`src/rtl/mod_instr_fetch_queue_pkg.sv`:
```
// Shared instruction-fetch definitions: queue sizing, entry layout and fetch FSM states.
package mod_instr_fetch_queue_pkg;

    localparam int unsigned IFQ_DEPTH = 4;
    localparam int unsigned PC_W      = 32;
    localparam int unsigned INSTR_W   = 32;

    typedef enum logic [1:0] {
        S_IDLE  = 2'd0,
        S_FETCH = 2'd1,
        S_DONE  = 2'd2
    } fetch_state_e;

    typedef struct packed {
        logic [PC_W-1:0]    pc;
        logic [INSTR_W-1:0] instr;
        logic               end_flag;
    } fq_entry_t;

endpackage

```
`src/rtl/mod_fetch_fifo.sv`:
```
// Circular buffer of fetched entries with push/pop/flush and a combinational head read.
module mod_fetch_fifo
    import mod_instr_fetch_queue_pkg::*;
#(
    parameter int unsigned DEPTH = IFQ_DEPTH
) (
    input  logic      clk,
    input  logic      rst_n,
    input  logic      push_i,
    input  logic      pop_i,
    input  logic      flush_i,
    input  fq_entry_t wdata_i,
    output fq_entry_t head_o,
    output logic      full_o,
    output logic      empty_o
);

    localparam int unsigned PW = $clog2(DEPTH);
    localparam int unsigned CW = PW + 1;

    logic [PW-1:0] wr_ptr_q, wr_ptr_d;
    logic [PW-1:0] rd_ptr_q, rd_ptr_d;
    logic [CW-1:0] count_q, count_d;
    logic          do_push, do_pop;
    fq_entry_t     mem_q [DEPTH];

    assign full_o  = (count_q == CW'(DEPTH));
    assign empty_o = (count_q == '0);
    assign head_o  = mem_q[rd_ptr_q];

    always_comb begin
        do_push  = 1'b0;
        do_pop   = 1'b0;
        wr_ptr_d = wr_ptr_q;
        rd_ptr_d = rd_ptr_q;
        count_d  = count_q;
        // Flush realigns the read side onto the write side so stale slots are simply skipped.
        if (flush_i) begin
            count_d  = '0;
            rd_ptr_d = wr_ptr_q;
        end else begin
            do_pop  = pop_i && !empty_o;
            do_push = push_i && (!full_o || do_pop);
            if (do_push) wr_ptr_d = wr_ptr_q + PW'(1);
            if (do_pop)  rd_ptr_d = rd_ptr_q + PW'(1);
            count_d = count_q + CW'(do_push) - CW'(do_pop);
        end
    end

    always_ff @(posedge clk or negedge rst_n) begin
        if (!rst_n) begin
            wr_ptr_q <= '0;
            rd_ptr_q <= '0;
            count_q  <= '0;
        end else begin
            wr_ptr_q <= wr_ptr_d;
            rd_ptr_q <= rd_ptr_d;
            count_q  <= count_d;
        end
    end

    always_ff @(posedge clk) begin
        if (do_push) mem_q[wr_ptr_q] <= wdata_i;
    end

endmodule

```
`src/rtl/mod_instr_fetch_queue.sv`:
```
// Instruction prefetch queue: fetches ahead from the ROM and presents the entry matching pc.
module mod_instr_fetch_queue
    import mod_instr_fetch_queue_pkg::*;
#(
    parameter int unsigned DEPTH    = IFQ_DEPTH,
    parameter logic [31:0] RESET_PC = 32'h0000_0000
) (
    input  logic        clk,
    input  logic        reset,
    input  logic [31:0] pc,
    input  logic        hold,
    output logic [29:0] rom_address,
    input  logic [31:0] rom_instruction,
    input  logic        rom_mem_end,
    output logic [31:0] instruction,
    output logic        instr_valid,
    output logic        mem_end,
    output logic        fetch_stall
);

    fetch_state_e state_q, state_d;
    logic [31:0]  fetch_pc_q, fetch_pc_d;
    logic         push, pop, redirect, head_hit;
    logic         fifo_full, fifo_empty;
    fq_entry_t    head, wentry;

    assign wentry = '{pc: fetch_pc_q, instr: rom_instruction, end_flag: rom_mem_end};

    mod_fetch_fifo #(.DEPTH(DEPTH)) u_fifo (
        .clk     (clk),
        .rst_n   (reset),
        .push_i  (push),
        .pop_i   (pop),
        .flush_i (redirect),
        .wdata_i (wentry),
        .head_o  (head),
        .full_o  (fifo_full),
        .empty_o (fifo_empty)
    );

    always_ff @(posedge clk or negedge reset) begin
        if (!reset) begin
            state_q    <= S_IDLE;
            fetch_pc_q <= RESET_PC;
        end else begin
            state_q    <= state_d;
            fetch_pc_q <= fetch_pc_d;
        end
    end

    always_comb begin
        state_d    = state_q;
        fetch_pc_d = fetch_pc_q;
        if (redirect) begin
            state_d    = S_FETCH;
            fetch_pc_d = pc;
        end else begin
            unique case (state_q)
                S_IDLE: begin
                    state_d    = S_FETCH;
                    fetch_pc_d = pc;
                end
                S_FETCH: begin
                    if (push) begin
                        fetch_pc_d = fetch_pc_q + 32'd4;
                        if (rom_mem_end) state_d = S_DONE;
                    end
                end
                S_DONE:  state_d = S_DONE;
                default: state_d = S_IDLE;
            endcase
        end
    end

    always_comb begin
        head_hit = !fifo_empty && (head.pc == pc);
        // A pc mismatch flushes regardless of hold; the empty case compares against the next fetch address.
        redirect = (state_q != S_IDLE) &&
                   (fifo_empty ? (fetch_pc_q != pc) : (head.pc != pc));
        pop         = head_hit && !hold;
        push        = (state_q == S_FETCH) && !redirect && (!fifo_full || pop);
        instr_valid = head_hit;
        fetch_stall = !head_hit;
        instruction = head_hit ? head.instr : '0;
        mem_end     = head_hit && head.end_flag;
        rom_address = fetch_pc_q[31:2];
    end

endmodule

```
`config.mk`:
```
export PLATFORM = sky130hd
export DESIGN_NAME = mod_instr_fetch_queue
export DESIGN_NICKNAME = d
export VERILOG_FILES = /design/src/rtl/mod_instr_fetch_queue_pkg.sv /design/src/rtl/mod_fetch_fifo.sv /design/src/rtl/mod_instr_fetch_queue.sv
export SDC_FILE = /design/constraint.sdc
export NUM_CORES = 1
export LEC_CHECK = 0
export ABC_CLOCK_PERIOD_IN_PS = 4850
export CAP_MARGIN = 20
export CORE_UTILIZATION = 57
export DETAILED_ROUTE_END_ITERATION = 8
export DONT_BUFFER_PORTS = 1
export GPL_TIMING_DRIVEN = 0
export PLACE_DENSITY = 0.86
export SLEW_MARGIN = 10
export SYNTH_ARGS = -nofsm -noshare
export SYNTH_HDL_FRONTEND = slang
export SYNTH_SLANG_ARGS = --single-unit
export TNS_END_PERCENT = 5
```
`constraint.sdc`:
```
create_clock -name clk -period 4.85 [get_ports clk]
set_input_delay 0.7275 -clock clk [delete_from_list [all_inputs] [get_ports clk]]
set_output_delay 0.7275 -clock clk [all_outputs]
set_load 0.05 [all_outputs]
```
==> qor.yml <==
clock_path_buffers: 3
syn_area_mm2: 0.0137
leakagePower_nw: 5.16
die-area_mm2: 0.0247
critical_path_arrival_ns: 4.94
rsz0062_at_grt: "no"
dpl.hpwl_um: 20800
area_growth_pct: 14.2
synth_nets: 957
fp.dieH_um: 157
end_kind: "flop"
hold_slack_ns: 0.265
cts.sinks: 301
finalPower_mw: 5.58
avgSynthCellArea_um2: 15.6
synthMuxAreaShare_pct: 14.0
cp_data_required_time_ns: 5.09
vias_per_cell: 6.34
htree_levels: 1
powerDensity_mw_per_mm2: 357
setup_ws_ns: 0.152
vias: 7978
fin_nets: 994
start_util_pct: 58.2
gr-total-overflow: 0
ys.flop_type: "edfxtp_1"
yosys_warnings: 0
core-area_mm2: 0.0235
period_needed_ns: 4.70
grt_max_degree: 51
drc_errors: 0
gr-max-usage-layer: "met2"
netlist_top_cells_area: "edfxtp_1 57%, mux4_2 9.5%, dfrtp_1 7.5%, mux2i_1 3.9%, xnor2_1 2.3%"
wl_per_cell_um: 25.0
critical_path.startpoint_type: "flop"
synth_top_family_by_area: "multiplexers"
pre_cts_slack_ns: -0.652
fp.dieW_um: 157
fillers: 1602
rows: 56
clock-root-buffer: "clkbuf_16"
antenna_left: 0
fin_crit_sh_pct: 96.9
synthArstFlopShare_pct: 13.6
final_area_mm2: 0.0156
hold_path.class: "input port to flop"
yosys.area_share.simple_pct: 6.93
ir_drop_mv: 0.335
grt_antenna_before_repair: 0
synth.ff_latch_count: 301
met2_usage_pct: 43.5
synth_compound_gate_area_share_pct: 5.36
finClkSkew_ns: 0.0124
clk_pin_slew_worst_paths_ns: 0.06
synth_top_area_share_pct: 57.0
timing.fmax_mhz: 213
dr.pass1.iters: 7
use_met3_pct: 6.69
wl_um: 31500
port-buffer-count: 0
place_area_mm2: 0.0142
cts_inserted_buffers: 30
synth_common_cells: "260 x edfxtp_1, 58 x mux4_2, 53 x mux2i_1"
hp-start: "rom_instruction[16]"
yosysMostFrequentCell: "edfxtp_1"
maxCapViolCount: 0
drt-initial-drc-count: 856
drive_above_1_share_pct: 24.0
synth_top_area_cell: "edfxtp_1"
synth-edff-count: 260
cp-startpoint: "u_fifo.rd_ptr_q[0]$_DFFE_PN0P_"
gp_congestion: 0.942
rr_startpoint: "u_fifo.rd_ptr_q[0]$_DFFE_PN0P_"
worst_slew_pin_slew_ns: 0.858
cts_tree: "done"
crit_type: "flop to flop"
finalHoldViolations: 0
clk_latency_ns: 0.56
yosysSeqAreaShare_pct: 64.5
antennaDiodeCount: 0
io_pins: 133
outcome: "completed"
netlist_instances: 879
grt_use_met1_pct: 32.5
relSlewSlack_pct: 42.8
grt_pass1_vias: 7930
synthAdderAreaFrac_pct: 0.968
cp_max_fo: 35
synth_xor_area_share_pct: 4.22
setup_viol: 0
synth.distinct_cells: 60
grt_first_pass_wirelength_um: 46900
grt_use_total_pct: 26.0
finalMaxSlewViolations: 0
worst max-delay path: stages (launching register included):
cell,delay [ns]
dfrtp_2,0.44
buf_6,0.23
mux4_2,0.55
xor2_1,0.17
nor4_2,0.54
and3_1,0.25
o22ai_1,0.16
or2_2,0.33
o21ai_1,0.15
buf_4,0.25
buf_2,0.32
and3_4,0.63
buf_12,0.30
layout make-up:
type	count	area, um^2	share of cell area, %
Clock buffer	38	801	5.12
Timing Repair Buffer	6	140	0.896
Buffer	75	497	3.18
Inverter	24	93.8	0.600
Sequential cell	301	8830	56.5
Multi-Input combinational cell	478	4580	29.3
Clock inverter	17	297	1.90
Tap cell	319	399	2.55
flip-flops by register name, summed over array words and instances (netlist names):
name / flops
fetch_pc_q: 32
state_q: 2
u_fifo.count_q: 3
u_fifo.mem_q: 260
u_fifo.rd_ptr_q: 2
u_fifo.wr_ptr_q: 2
per-layer routing:
| metal | share of wire [%] | vias to the layer above |
|---|---|---|
| met5 | 0 | - |
| met4 | 3.6 | 0 |
| met3 | 10 | 80 |
| met2 | 49 | 467 |
| met1 | 38 | 3982 |
| li1 | - | 3449 |
layout by cell type, fill, tap and decap left out, types with 4 or more instances in the layout:
cell type	instances
edfxtp_1	260
mux4_2	58
mux2i_1	53
dfrtp_1	40
nand2_1	38
buf_4	37
xnor2_1	33
xor2_1	30
clkbuf_16	30
a21oi_1	28
nor2b_4	28
clkbuf_1	26
inv_1	22
nand3_1	22
nor2_1	22
nor3_1	19
a211oi_1	15
o21ai_0	11
nand4_1	9
ha_1	9
buf_2	8
bufinv_16	8
mux2_2	7
o22ai_1	7
and3_1	6
buf_6	5
a2bb2oi_1	5
nor4_1	5
nor2b_2	5
o221ai_1	4
nand2b_1	4
a22oi_1	4
a31oi_1	4
or3_1	4
and3_4	4
clkinv_2	4
buf_16	4
final timing paths:
path                                             endpoint  slack [ns]  cells past startpoint
max reg2reg                 u_fifo.mem_q[3][18]$_DFFE_PP_        0.15                     12
min                         u_fifo.mem_q[1][17]$_DFFE_PP_        0.27                      0
min in group asynchronous      fetch_pc_q[27]$_DFFE_PN0P_        0.71                      2
max in group asynchronous  u_fifo.rd_ptr_q[0]$_DFFE_PN0P_        3.92                      2
min reg2reg                        state_q[1]$_DFFE_PN0P_        0.55                      2
max                         u_fifo.mem_q[3][18]$_DFFE_PP_        0.15                     12
power breakdown:
| part | switching, mW | internal [mW] |
|---|---|---|
| clock | 0.950 | 1.59 |
| combinational | 0.113 | 0.0666 |
| sequential | 0.0374 | 2.83 |
| total | 1.10 | 4.48 |
cell families (layout without fill, tap and decap cells):
logic type	Yosys count	count (layout)
adders and majority gates	10	10
buffers and inverters	100	160
xor gates and xnor gates	66	66
and+or+nand+nor	180	180
AOI/OAI and AO/OA	104	104
muxes	118	118
DFF	301	301
metrics by stage:
stage | utilization (%) | setup TNS [ns] | cells
after floorplan | - | -1.06 | 879
after global placement | 59.9 | -443.52 | 1198
after detailed placement | 60.4 | -14.90 | 1202
after CTS | 66.4 | -0.389 | 1259
after global routing | 66.4 | 0 | 1258
final | 66.4 | 0 | 1258
timing repair:
| item | in CTS | in global routing |
|---|---|---|
| setup endpoints to repair | 130 | 69 |
| cloned | 0 | 0 |
| pin swaps | 0 | 0 |
| buffers inserted | 0 | 0 |
| hold buffers | 2 | 0 |
| hold endpoints to repair | 41 | 0 |
| gates resized for setup | 72 | 11 |
Note: power is estimated with default switching activity, not from simulation.
